`config.mk`:
```
export PLATFORM = sky130hd
export DESIGN_NAME = msp_trace_ctrl
export DESIGN_NICKNAME = d
export VERILOG_FILES = /design/src/rtl/msp_trace_ctrl.sv
export SDC_FILE = /design/constraint.sdc
export NUM_CORES = 1
export LEC_CHECK = 0
export CORE_MARGIN = 4
export CORE_UTILIZATION = 55
export DETAILED_ROUTE_END_ITERATION = 16
export PLACE_DENSITY = 0.71
export SLEW_MARGIN = 20
export SYNTH_ARGS = -nofsm -noshare
export SYNTH_HDL_FRONTEND = slang
export SYNTH_SLANG_ARGS = --single-unit
```
`constraint.sdc`:
```
create_clock -name mclk -period 7.6 [get_ports mclk]
set_clock_uncertainty 0.1 [all_clocks]
set_input_delay 1.14 -clock mclk [delete_from_list [all_inputs] [get_ports mclk]]
set_output_delay 1.14 -clock mclk [all_outputs]
set_load 0.02 [all_outputs]
```
`src/rtl/msp_trace_ctrl.sv`:
```
// msp_trace_ctrl: instruction-trace capture controller for the openMSP430 debug
// environment. It captures decoded PCs into a circular buffer using an
// arm -> trigger -> post-trigger -> done sequence. Captured entries are read
// back by index, where index 0 is the oldest valid entry.
//
// Optional feature macro: TRACE_IRQ_FILTER_EN
//   When defined, interrupt-entry decodes are not captured, cannot trigger,
//   and do not consume post-trigger count. rd_data[16] always reads 0.
//
// state  | meaning
// -------+------------------------------------------------------------
// IDLE   | out of reset, nothing captured, waiting for arm
// ARMED  | capturing every decode, watching for a trigger PC match
// POST   | trigger seen, capturing until remaining reaches zero
// DONE   | capture frozen, buffer readable, arm restarts a capture
module msp_trace_ctrl #(
   parameter int DEPTH = 16,
   parameter int AW    = 4,
   parameter int PW    = 8
) (
   input  logic          mclk,
   input  logic          reset_n,
   input  logic          decode,
   input  logic [15:0]   inst_pc_in,
   input  logic          irq_detect,
   input  logic          arm,
   input  logic          stop,
   input  logic          trig_en,
   input  logic [15:0]   trig_pc,
   input  logic [PW-1:0] post_cnt,
   input  logic          rd_req,
   input  logic [AW-1:0] rd_idx,
   output logic          rd_ack,
   output logic [16:0]   rd_data,
   output logic [1:0]    state,
   output logic [AW:0]   count,
   output logic          wrapped,
   output logic          trig_hit
);

`ifdef TRACE_IRQ_FILTER_EN
   localparam logic FILTER = 1'b1;
`else
   localparam logic FILTER = 1'b0;
`endif

   localparam logic [AW:0]   DEPTH_C = (AW+1)'(DEPTH);
   localparam logic [AW-1:0] LAST_C  = AW'(DEPTH - 1);

   typedef enum logic [1:0] {
      S_IDLE  = 2'd0,
      S_ARMED = 2'd1,
      S_POST  = 2'd2,
      S_DONE  = 2'd3
   } state_t;

   state_t        state_q, state_d;
   logic [AW-1:0] wr_ptr;
   logic [PW-1:0] remaining, remaining_d;
   logic          trig_hit_d;
   logic          clr;
   logic          cap;
   logic          trig;
   logic [16:0]   mem [DEPTH];

   logic [AW-1:0] oldest;
   logic [AW-1:0] rd_addr;
   logic          rd_valid;
   logic [16:0]   rd_word;

   assign cap  = decode && (state_q == S_ARMED || state_q == S_POST) &&
                 !(FILTER && irq_detect);
   assign trig = cap && (state_q == S_ARMED) && trig_en && (inst_pc_in == trig_pc);

   // Next-state and control decode; stop is applied last so it overrides the trigger
   always_comb begin
      state_d     = state_q;
      remaining_d = remaining;
      trig_hit_d  = trig_hit;
      clr         = 1'b0;
      case (state_q)
         S_IDLE, S_DONE: begin
            if (arm) begin
               state_d     = S_ARMED;
               clr         = 1'b1;
               trig_hit_d  = 1'b0;
               remaining_d = '0;
            end
         end
         S_ARMED: begin
            if (trig) begin
               trig_hit_d  = 1'b1;
               remaining_d = post_cnt;
               state_d     = (post_cnt == '0) ? S_DONE : S_POST;
            end
            if (stop) state_d = S_DONE;
         end
         S_POST: begin
            if (cap) begin
               remaining_d = remaining - PW'(1);
               if (remaining <= PW'(1)) state_d = S_DONE;
            end
            if (stop) state_d = S_DONE;
         end
         default: state_d = S_IDLE;
      endcase
   end

   // Control state registers
   always_ff @(posedge mclk or negedge reset_n) begin
      if (!reset_n) begin
         state_q   <= S_IDLE;
         remaining <= '0;
         trig_hit  <= 1'b0;
      end else begin
         state_q   <= state_d;
         remaining <= remaining_d;
         trig_hit  <= trig_hit_d;
      end
   end

   // Write pointer, saturating fill count and wrap flag
   always_ff @(posedge mclk or negedge reset_n) begin
      if (!reset_n) begin
         wr_ptr  <= '0;
         count   <= '0;
         wrapped <= 1'b0;
      end else if (clr) begin
         wr_ptr  <= '0;
         count   <= '0;
         wrapped <= 1'b0;
      end else if (cap) begin
         wr_ptr <= wr_ptr + AW'(1);
         if (count != DEPTH_C) count <= count + (AW+1)'(1);
         if (wr_ptr == LAST_C) wrapped <= 1'b1;
      end
   end

   // Trace RAM, deliberately left unreset; count gates what is ever returned
   always_ff @(posedge mclk) begin
      if (cap) mem[wr_ptr] <= {irq_detect & ~FILTER, inst_pc_in};
   end

   assign oldest   = wrapped ? wr_ptr : '0;
   assign rd_addr  = oldest + rd_idx;
   assign rd_valid = ({1'b0, rd_idx} < count);
   assign rd_word  = mem[rd_addr];

   // Registered read port; uses pre-write pointer, count and contents
   always_ff @(posedge mclk or negedge reset_n) begin
      if (!reset_n) begin
         rd_ack  <= 1'b0;
         rd_data <= '0;
      end else begin
         rd_ack <= rd_req;
         if (rd_req) rd_data <= rd_valid ? {rd_word[16] & ~FILTER, rd_word[15:0]} : 17'd0;
      end
   end

   assign state = state_q;

endmodule

```
==> Yosys cells after proc, flatten, opt, wreduce, memory -nomap -nowiden <==
Memories as Yosys holds them, arrays and structs flattened.
Cells that the tools add are included.
{ "totals": {"ff_bits": 39, "ram_bits": 272, "in_bits": 52, "out_inout_bits": 27, "word_cells": 73, "mem_count": 1} }
{ "memory_table": {"columns": ["memory", "depth", "word_bits", "rd", "rd_clocked_by_memory_dff", "wr", "line", "rtl"], "rows": [
  ["mem", 16, 17, 1, 0, 1, "64", "logic [16:0] mem [DEPTH];"]
]} }
{ "classes": {"n_addsub": 4, "magnitude_cmp": 2, "n_eq_ne": 12, "mux": 29, "reduce_logical": 17} }
{ "ops": {"columns": ["operator", "count"], "rows": [
  ["two-way mux 8 bit", 3],
  ["one-hot mux 8 bit (3 select lines)", 1],
  ["two-way mux 17 bit", 1],
  ["equality test 16 bit", 1],
  ["two-way mux 5 bit", 3],
  ["two-way mux 2 bit", 6],
  ["two-way mux 4 bit", 3],
  ["two-way mux 1 bit", 10],
  ["less-or-equal comparator 8 x 1 -> 1 bit, second input constant", 1],
  ["logical NOT 8 bit", 1],
  ["nonzero test 2 bit", 4],
  ["subtractor 8 x 1 -> 8 bit, second input constant", 1],
  ["!= test 2 bit, second input constant", 3],
  ["!= test 3 bit, second input constant", 2],
  ["one-hot mux 2 bit (3 select lines)", 1],
  ["AND reduction 3 bit", 2],
  ["adder 5 x 1 -> 5 bit, second input constant", 1],
  ["< comparator 4 x 5 -> 1 bit", 1],
  ["!= test 5 bit, second input constant", 1],
  ["adder 4 x 1 -> 4 bit, second input constant", 1],
  ["adder 4 bit", 1],
  ["equality test 2 bit, second input constant", 2],
  ["equality test 4 bit, second input constant", 1],
  ["logical AND 1 bit", 4],
  ["8 further kinds", 9]
]} }

==> Longest topological paths before layout <==
Gate-level depths: netlist (run 1).
{ "logic_depth": {"word_depth": 9, "depth_mapped": 11} }

==> Least setup slack after synthesis (run 1) <==
No wires, ideal clock.
{ "synth_timing": {"kind": "input port to flip-flop", "start": "input port rd_idx[0]", "end": "register rd_data[5]", "setup_time_ns": 0.126, "arrival_ns": 3.198, "required_time_ns": 7.374, "path_slack_ns": 4.176, "path_stages": 10, "cell_sequence": "ha_1 fa_1 clkbuf_2 buf_2 buf_1 mux4_2 nand2_1 nand3_1 nand3_1 o21ai_0"} }
{ "synth_via": {"elab_chain_len": 3} }
{ "synth_lines": {"columns": ["element", "line", "rtl"], "rows": [
  ["start: declaration", "32", "input logic [AW-1:0] rd_idx,"],
  ["adder 4 bit", "145", "assign rd_addr = oldest + rd_idx;"],
  ["memory (16 x 17 bit)", null, null],
  ["two-way mux 17 bit (*)", "156", "if (rd_req) rd_data <= rd_valid ? {rd_word[16] & ~FILTER, rd_word[15:0]} : 17'd0;"],
  ["end signal: assignment", "156", null],
  ["end: declaration", "34", "output logic [16:0] rd_data,"]
]} }
Every way passes the cells marked *; elsewhere a longest branch is shown, timed or not.
A chain may end at the register's enable or synchronous reset.

==> Worst setup path after layout (run 1) <==
{ "layout_timing": {"start": "input port rd_idx[0]", "end": "register rd_data[3]"} }
The elaborated chain is that of the path after synthesis.

==> results.sh, run 1 <==
export IMPL_async_flop_share=0.1254
export IMPL_grt_max_degree=54
export IMPL_ys_seq_area_frac=0.7175
export IMPL_setup_ws_ps=3104
export IMPL_worstHoldPathType="reg -> reg"
export IMPL_fp_dieW_um=160.2
export IMPL_clk_latency_ps=560
export IMPL_cts_tree="built"
export IMPL_drt_vias_per_instance=6.111
export IMPL_initial_utilization=0.5612
export IMPL_die_h_um=160.2
export IMPL_rsz0062_at_grt="false"
export IMPL_cts_buffers=30
export IMPL_ys_seq_elements=311
export IMPL_syn_avg_cell_area_um2=17.77
export IMPL_critPathLaunchType="input pin"
export IMPL_setup_viol=0
export IMPL_fin_crit_ps=4496
export IMPL_tns_ps=0
export IMPL_drv_slew=0
export IMPL_worstMarginPinSlew_ps=1182
export IMPL_synth_common_cells="edfxtp_1, mux4_2, nand2_1"
export IMPL_ys_flop_type="edfxtp_1"
export IMPL_holdBufCountCts=0
export IMPL_layout_drive_gt1_share=0.1777
export IMPL_area_delta_synth_final_pct=16.83
export IMPL_initialDrtViolationCount=601
export IMPL_path_clk_slew_ps=60
export IMPL_worstPathArrival_ps=4760
export IMPL_grt_pass1_wl_mm=44.18
export IMPL_wl_mm=28.93
export IMPL_end_kind="flip-flop"
export IMPL_cts_sinks=311
export IMPL_io_pins=79
export IMPL_post_cts_resized=0
export IMPL_status="completed"
export IMPL_root_buffer="clkbuf_16"
export IMPL_grt_ovfl_total=0
export IMPL_hold_viol=0
export IMPL_power_density_nw_per_um2=280.2
export IMPL_ys_warn_count=0
export IMPL_nets=879
export IMPL_gp_congestion=0.8205
export IMPL_ir_drop_mv=0.2239
export IMPL_synth_net_count=786
export IMPL_ant_nets=0
export IMPL_synth_cell_area_um2=12740
export IMPL_crit_required_ps=7860
export IMPL_slew_headroom=0.2119
export IMPL_rows=55
export IMPL_ys_types=39
export IMPL_grt_pass1_vias=7132
export IMPL_drcViolationCount=0
export IMPL_synth_edf_count=272
export IMPL_p_leak_nw=5.155
export IMPL_n_fill_cell=1527
export IMPL_hpwl_mm=17.34
export IMPL_dieArea_um2=25670
export IMPL_first_pass_iters=5
export IMPL_synth_top_cell_area_share=0.6409
export IMPL_synth_area_top_cells="edfxtp_1, mux4_2, dfrtp_1"
export IMPL_synthMostInstantiatedCell="edfxtp_1"
export IMPL_clock_path_buffers=3
export IMPL_fmax_mhz=222.4
export IMPL_vias=6838
export IMPL_fin_crit_sh=0.5916
export IMPL_cts_setup_buffers=0
export IMPL_max_cap_violations=0
export IMPL_post_place_ws_ps=2506
export IMPL_htreeDepth=1
export IMPL_wl_per_cell_um=25.85
export IMPL_grt_usage=0.2296
export IMPL_yosysTopAreaCell="edfxtp_1"
export IMPL_coreArea_um2=22710
export IMPL_antenna_found_initial=0
export IMPL_synthCells=717
export IMPL_worst_path_max_fanout=53
export IMPL_criticalPathCategory="in -> reg"
export IMPL_port_buffer_count=78
[kinds of logic after synthesis]
family / after synthesis / share of synthesized area
AND/OR/NAND/NOR: 158 / 0.05920
XOR/XNOR: 33 / 0.02268
adder cells (fa/ha/maj): 17 / 0.01728
multiplexers: 96 / 0.1430
buffers and inverters: 60 / 0.01905
flip-flops: 311 / 0.7175
AO/OA/AOI/OAI: 42 / 0.02131
[state kept, by name, summed over array words and instances, names as in the netlist]
register / flops
trig_hit: 1
count: 5
wr_ptr: 4
wrapped: 1
state: 2
rd_data: 17
mem: 272
rd_ack: 1
remaining: 8
[report_power, final]
part	internal [W]	total [W]	switching [W]
clock network	0.000869	0.00148	0.000614
logic	0.000276	0.000652	0.000376
registers	0.00198	0.00204	0.0000599
[metrics by stage]
stage | cells | hold slack (ps) | instance area (um^2) | power (W) | utilization
global placement | 1063 | 389.3 | 13890 | 0.002697 | 0.6115
detailed placement | 1063 | 411.1 | 13890 | 0.002724 | 0.6117
global route | 1118 | 438.8 | 14890 | 0.004337 | 0.6555
CTS | 1118 | 427.0 | 14880 | 0.004192 | 0.6553
floorplan | 717 | 423.6 | 12740 | 0.002482 | -
finish | 1119 | 426.0 | 14890 | 0.004171 | 0.6556
[worst max-delay path: stages]
cell and delay, ps:
clkdlybuf4s50_1 480, ha_4 200, fa_4 1470, buf_4 440, mux4_2 550, mux2i_1 140
nand2_1 70, nand3_1 80, o21ai_0 120
[path summary, 6_finish.rpt]
path,startpoint,end,slack (ps),cells after the start
setup / recovery,rd_idx[0],rd_data[3],3100,9
hold / removal,rd_data[8],rd_data[8],430,2
setup reg to reg,wr_ptr[0],rd_data[3],3560,9
hold reg to reg,rd_data[8],rd_data[8],430,2
max in group asynchronous,reset_n,rd_data[9],6490,1
min in group asynchronous,reset_n,rd_ack,500,1
[per-layer routing]
layer | share of wire | wire length, um | GRT usage | up-vias
li1 | - | - | - | 2960
met1 | 0.39 | 11380 | 0.3098 | 3564
met2 | 0.51 | 14890 | 0.3908 | 248
met5 | 0 | 0 | 0 | -
met4 | 0.034 | 978 | 0.07822 | 0
met3 | 0.058 | 1681 | 0.03148 | 66
[cell usage in the layout, fill, tap and decap left out, types with 20 or more instances in the layout]
cell / count
clkdlybuf4s50_1: 77
mux4_2: 68
dfrtp_1: 39
mux2i_1: 20
nand3_1: 36
nand2_1: 59
inv_1: 29
clkbuf_16: 30
edfxtp_1: 272
[area by class of cell]
type,instances,area (um^2),share of cell area
clock inverter,20,211.5,0.01420
inverter,29,108.9,0.007312
antenna,1,2.502,0.0001681
tap,285,356.6,0.02395
clock buffer,35,779.5,0.05236
timing repair buffer,92,883.3,0.05933
sequential,311,9144,0.6142
multi-input combinational,346,3402,0.2285
Power figures use the tool's default switching activity.
==> run 2: changes to the inputs <==
CORE_UTILIZATION = 53   (was 55)
clock period = 3.9 ns   (was 7.6 ns; I/O delays follow)
==> run 2 against run 1 <==
Effect of this change:
- combinational power increased by 100%
- total power increased by 94%
- sequential power increased by 94%
- setup slack got worse by 2400 ps
- register-to-register slack got worse by 2800 ps
- critical endpoint is now rd_data[11]
- largest power group unchanged
==> results.sh, run 2 (synthesis results as in run 1) <==
export IMPL_status="completed"
export IMPL_root_buffer="clkbuf_16"
export IMPL_r2r_cells=9
export IMPL_ant_nets=0
export IMPL_clock_path_buffers=3
export IMPL_path_cells="and2_1, ha_4, fa_4, buf_12, mux4_2, mux2i_1, nand2_1, nand3_1, o21ai_0"
export IMPL_cts_setup_buffers=0
export IMPL_dieArea_um2=26590
export IMPL_hp_start="trig_hit"
export IMPL_tns_ps=0
export IMPL_path_clk_slew_ps=60
export IMPL_post_place_cells=1121
export IMPL_reg_largest_list="mem (272), rd_data (17), remaining (8)"
export IMPL_placed_area_um2=14150
export IMPL_gp_congestion=0.7859
export IMPL_layout_drive_gt1_share=0.1895
export IMPL_stdcell_count=1179
export IMPL_fp_dieW_um=163.1
export IMPL_cts_buffers=31
export IMPL_rows=56
export IMPL_rr_endpoint="rd_data[11]"
export IMPL_layout_common_cells="edfxtp_1, clkdlybuf4s50_1, mux4_2, nand2_1, dfrtp_1"
export IMPL_port_buffer_count=78
export IMPL_power_density_nw_per_um2=534.7
export IMPL_cts_tree="built"
export IMPL_vias=6907
export IMPL_fmax_mhz=316.5
export IMPL_p_leak_nw=5.273
export IMPL_ir_drop_mv=0.3361
export IMPL_antennaDiodeCount=0
export IMPL_slew_headroom=0.5214
export IMPL_end_kind="flip-flop"
export IMPL_max_cap_violations=0
export IMPL_nets=905
export IMPL_initialDrtViolationCount=615
export IMPL_antenna_found_initial=0
export IMPL_worst_path_max_fanout=38
export IMPL_startpoint="wrapped"
export IMPL_fin_area_um2=15120
export IMPL_io_pins=79
export IMPL_crit_cells=9
export IMPL_critPathLaunchType="flip-flop"
export IMPL_hpwl_mm=17.15
export IMPL_cts_sinks=311
export IMPL_holdBufCountCts=0
export IMPL_hold_viol=0
export IMPL_worstHoldPathType="reg -> reg"
export IMPL_post_cts_resized=0
export IMPL_htreeDepth=1
export IMPL_initial_utilization=0.5413
export IMPL_area_delta_synth_final_pct=18.65
export IMPL_rsz0062_at_grt="false"
export IMPL_die_h_um=163.1
export IMPL_path_buf_inv=1
export IMPL_cpMaxStageDelayCell="fa_4"
export IMPL_top_register="mem"
export IMPL_drcViolationCount=0
export IMPL_first_pass_iters=5
export IMPL_r2r_slack_ps=740
export IMPL_slowest_delay_ps=820
export IMPL_largest_reg_flops=272
export IMPL_grt_ovfl_total=0
export IMPL_criticalPathCategory="reg -> reg"
export IMPL_clk_latency_ps=560
export IMPL_setup_viol=0
export IMPL_wl_mm=29.10
export IMPL_drv_slew=0
export IMPL_worstPathArrival_ps=3480
export IMPL_worstMarginPinSlew_ps=715.6
export IMPL_wl_per_cell_um=24.68
export IMPL_grt_pass1_wl_mm=44.15
export IMPL_drt_vias_per_instance=5.858
export IMPL_fin_crit_sh=0.8102
export IMPL_crit_required_ps=4220
export IMPL_grt_pass1_vias=7304
export IMPL_final_common_cell="edfxtp_1"
export IMPL_grt_usage=0.2236
export IMPL_fin_crit_ps=3160
export IMPL_timing_rr_start="wrapped"
export IMPL_grt_max_degree=52
export IMPL_critPathTopFamily="adder cells"
export IMPL_coreArea_um2=23540
export IMPL_setup_worst_path_end="rd_data[11]"
## run 2: stage by stage
stage / setup WS, ps / hold slack (ps) / total power [W] / util
final: 740.3 / 396.1 / 0.008085 / 0.6422
after global routing: 528.9 / 438.0 / 0.008415 / 0.6422
after CTS: 728.6 / 149.1 / 0.008141 / 0.6417
after detailed placement: 284.9 / 389.0 / 0.005351 / 0.6009
after global placement: 331.1 / 385.3 / 0.005289 / 0.6009
after floorplan: 969.4 / 189.4 / 0.004837 / -
## run 2: report_power, final
| part | switching, W | total [W] | internal (W) |
|---|---|---|---|
| clock | 0.00120 | 0.00280 | 0.00161 |
| sequential | 0.000114 | 0.00396 | 0.00385 |
| combinational | 0.000747 | 0.00132 | 0.000573 |
| total | 0.00206 | 0.00808 | 0.00603 |
## run 2: how the worst min path moves through the flow
stage | cells after the start | to
6_report | 1 | trig_hit
5_1_grt | 1 | trig_hit
4_1_cts | 1 | rd_data[0]
3_5_place_dp | 1 | trig_hit
3_3_place_gp | 1 | trig_hit
2_1_floorplan | 0 | count[0]
## run 2: area by class of cell
cell class | instances | area, um^2
clock buffers | 45 | 868.3
clock inverters | 12 | 92.59
fillers | 1672 | 8423
inverters | 29 | 108.9
multi-input cells | 346 | 3396
flip-flops and latches | 311 | 9144
well taps | 319 | 399.1
repair buffers | 117 | 1111
## run 2: layer usage
layer	GRT usage	wire length, um
met1	0.3088	11760
met2	0.3743	14580
met3	0.03835	2032
met4	0.06214	731
met5	0	0
==> run 3: changes to the inputs <==
CORE_UTILIZATION = 55   (was 53)
clock period = 3.1 ns   (was 3.9 ns; I/O delays follow)
==> run 3 against run 2 <==
Effect of this change:
- global-route usage rose by 1.2 points
- cell count is essentially flat
- design area increased by 2.8%
- largest cell class unchanged
- largest power group unchanged
==> results.sh, run 3 (synthesis results as in run 1) <==
export IMPL_status="completed"
export IMPL_vias=7046
export IMPL_intPower_w=0.007799
export IMPL_critPathTopFamily="adder cells"
export IMPL_worst_path_max_fanout=6
export IMPL_path_clk_slew_ps=70
export IMPL_drv_slew=0
export IMPL_antennaDiodeCount=0
export IMPL_critPathLaunchType="flip-flop"
export IMPL_wl_mm=29.77
export IMPL_ant_nets=0
export IMPL_switching_share=0.2571
export IMPL_slowest_delay_ps=830
export IMPL_nets=938
export IMPL_hold_viol=0
export IMPL_wl_per_cell_um=25.27
export IMPL_setup_viol=0
export IMPL_power_density_nw_per_um2=675.1
export IMPL_grt_usage=0.2355
export IMPL_cpMaxStageDelayCell="fa_4"
export IMPL_fmax_mhz=331.4
export IMPL_hpwl_mm=17.48
export IMPL_grt_ovfl_total=0
export IMPL_grt_max_degree=40
export IMPL_fin_crit_sh=0.9734
export IMPL_area_delta_synth_final_pct=22.02
export IMPL_final_common_cell="edfxtp_1"
export IMPL_tns_ps=0
export IMPL_die_h_um=160.2
export IMPL_clk_latency_ps=570
export IMPL_grt_pass1_wl_mm=45.26
export IMPL_io_pins=79
export IMPL_p_leak_nw=5.519
export IMPL_gp_congestion=0.7905
export IMPL_layout_drive_gt1_share=0.2251
export IMPL_clock_path_buffers=3
export IMPL_port_buffer_count=78
export IMPL_slew_headroom=0.5741
export IMPL_ir_drop_mv=0.5090
export IMPL_worstMarginPinSlew_ps=636.8
export IMPL_grt_pass1_vias=7362
export IMPL_largest_reg_flops=272
export IMPL_criticalPathCategory="reg -> reg"
export IMPL_p_switching_w=0.002699
export IMPL_crit_required_ps=3430
export IMPL_worstPathArrival_ps=3350
export IMPL_max_cap_violations=0
export IMPL_coreArea_um2=22710
export IMPL_initialDrtViolationCount=566
export IMPL_wl_met2_mm=15.48
export IMPL_end_kind="flip-flop"
export IMPL_cts_sinks=311
export IMPL_first_pass_iters=5
export IMPL_rows=55
export IMPL_path_buf_inv=2
export IMPL_pwr_share_clk=0.358
export IMPL_initial_utilization=0.5612
export IMPL_worstHoldPathType="in -> async"
export IMPL_drt_vias_per_instance=5.981
export IMPL_root_buffer="clkbuf_16"
export IMPL_sequentialPowerShare=0.474
export IMPL_top_register="mem"
export IMPL_wl_met3_mm=2.023
export IMPL_antenna_found_initial=0
export IMPL_cts_tree="built"
export IMPL_htreeDepth=1
export IMPL_path_cells="and2_4, ha_4, fa_4, buf_4, clkbuf_16, mux4_2, mux2i_1, nand2_1, nand3_1, o21ai_0"
export IMPL_fin_crit_ps=3017
export IMPL_cts_buffers=31
export IMPL_p_comb_frac=0.168
export IMPL_fp_dieW_um=160.2
export IMPL_top_layer="met4"
export IMPL_drcViolationCount=0
export IMPL_met1Wirelength_mm=11.73
export IMPL_hold_ws_ps=347.6
export IMPL_dieArea_um2=25670
export IMPL_layout_common_cells="edfxtp_1, clkdlybuf4s50_1, mux4_2, nand2_1, buf_4"
export IMPL_reg_largest_list="mem (272), rd_data (17), remaining (8)"
run 3: cell count changes in the layout (fill, tap and decap cells not counted), moves of 2 or more:
cell,delta
buf_4,+20
buf_12,+9
clkbuf_1,-4
clkbuf_8,-4
bufinv_16,+3
and2_1,-2
and2_4,+2
clkbuf_16,+2
clkinvlp_4,+2
run 3: final timing paths:
| kind | startpoint | end | slack (ps) | cells past startpoint |
|---|---|---|---|---|
| worst min register to register | trig_hit | trig_hit | 410 | 1 |
| min in group mclk | trig_hit | trig_hit | 410 | 1 |
| worst min-delay path | reset_n | state[1] | 350 | 2 |
| worst max register to register | wrapped | rd_data[15] | 80 | 10 |
| worst max-delay path | wrapped | rd_data[15] | 80 | 10 |
| max in group asynchronous | reset_n | rd_data[15] | 2130 | 2 |
run 3: cell type report:
type / instances / area, um^2
clock buffers: 37 / 798.3
multi-input cells: 346 / 3401
repair buffers: 150 / 1518
well taps: 285 / 356.6
fillers: 1485 / 7159
inverters: 29 / 108.9
clock inverters: 20 / 224.0
flip-flops and latches: 311 / 9144
run 3: power groups by stage:
stage               clock [W]  combinational, W  sequential, W
floorplan                   0          0.000988        0.00510
global placement            0           0.00168        0.00505
detailed placement          0           0.00173        0.00506
CTS                   0.00381           0.00175        0.00498
global route          0.00402           0.00192        0.00500
finish                0.00376           0.00176        0.00498
run 3: timing repair:
item / in CTS / in global routing
hold endpoints to repair: 0 / 39
resized for setup: 0 / 7
setup buffers: 0 / 8
hold buffers: 0 / 1
setup endpoints to repair: 0 / 14
run 3: worst register-to-register path, delay by kind of cell (launching register included):
| kind | cells | cell delay (ps) |
|---|---|---|
| DFF | 1 | 400 |
| buffers and inverters | 2 | 320 |
| AOI/OAI and AO/OA | 1 | 80 |
| adders and majority gates | 2 | 980 |
| muxes | 2 | 660 |
| and+or+nand+nor | 3 | 350 |
run 3: per-stage QoR:
stage               power (W)    util  setup WS, ps  cells  cell area [um^2]
floorplan            0.006085       -         169.4    717             12740
global placement     0.006726  0.6331        -294.3   1110             14380
detailed placement   0.006797  0.6331        -339.5   1110             14380
CTS                   0.01054  0.6781         23.92   1167             15400
global route          0.01094  0.6847        -18.45   1178             15550
finish                0.01050  0.6847         82.59   1178             15550
run 3: metal layers:
layer | up-vias | GRT usage
li1 | 3090 | -
met1 | 3636 | 0.3247
met2 | 282 | 0.4052
met3 | 38 | 0.03613
met4 | 0 | 0.05084
met5 | - | 0
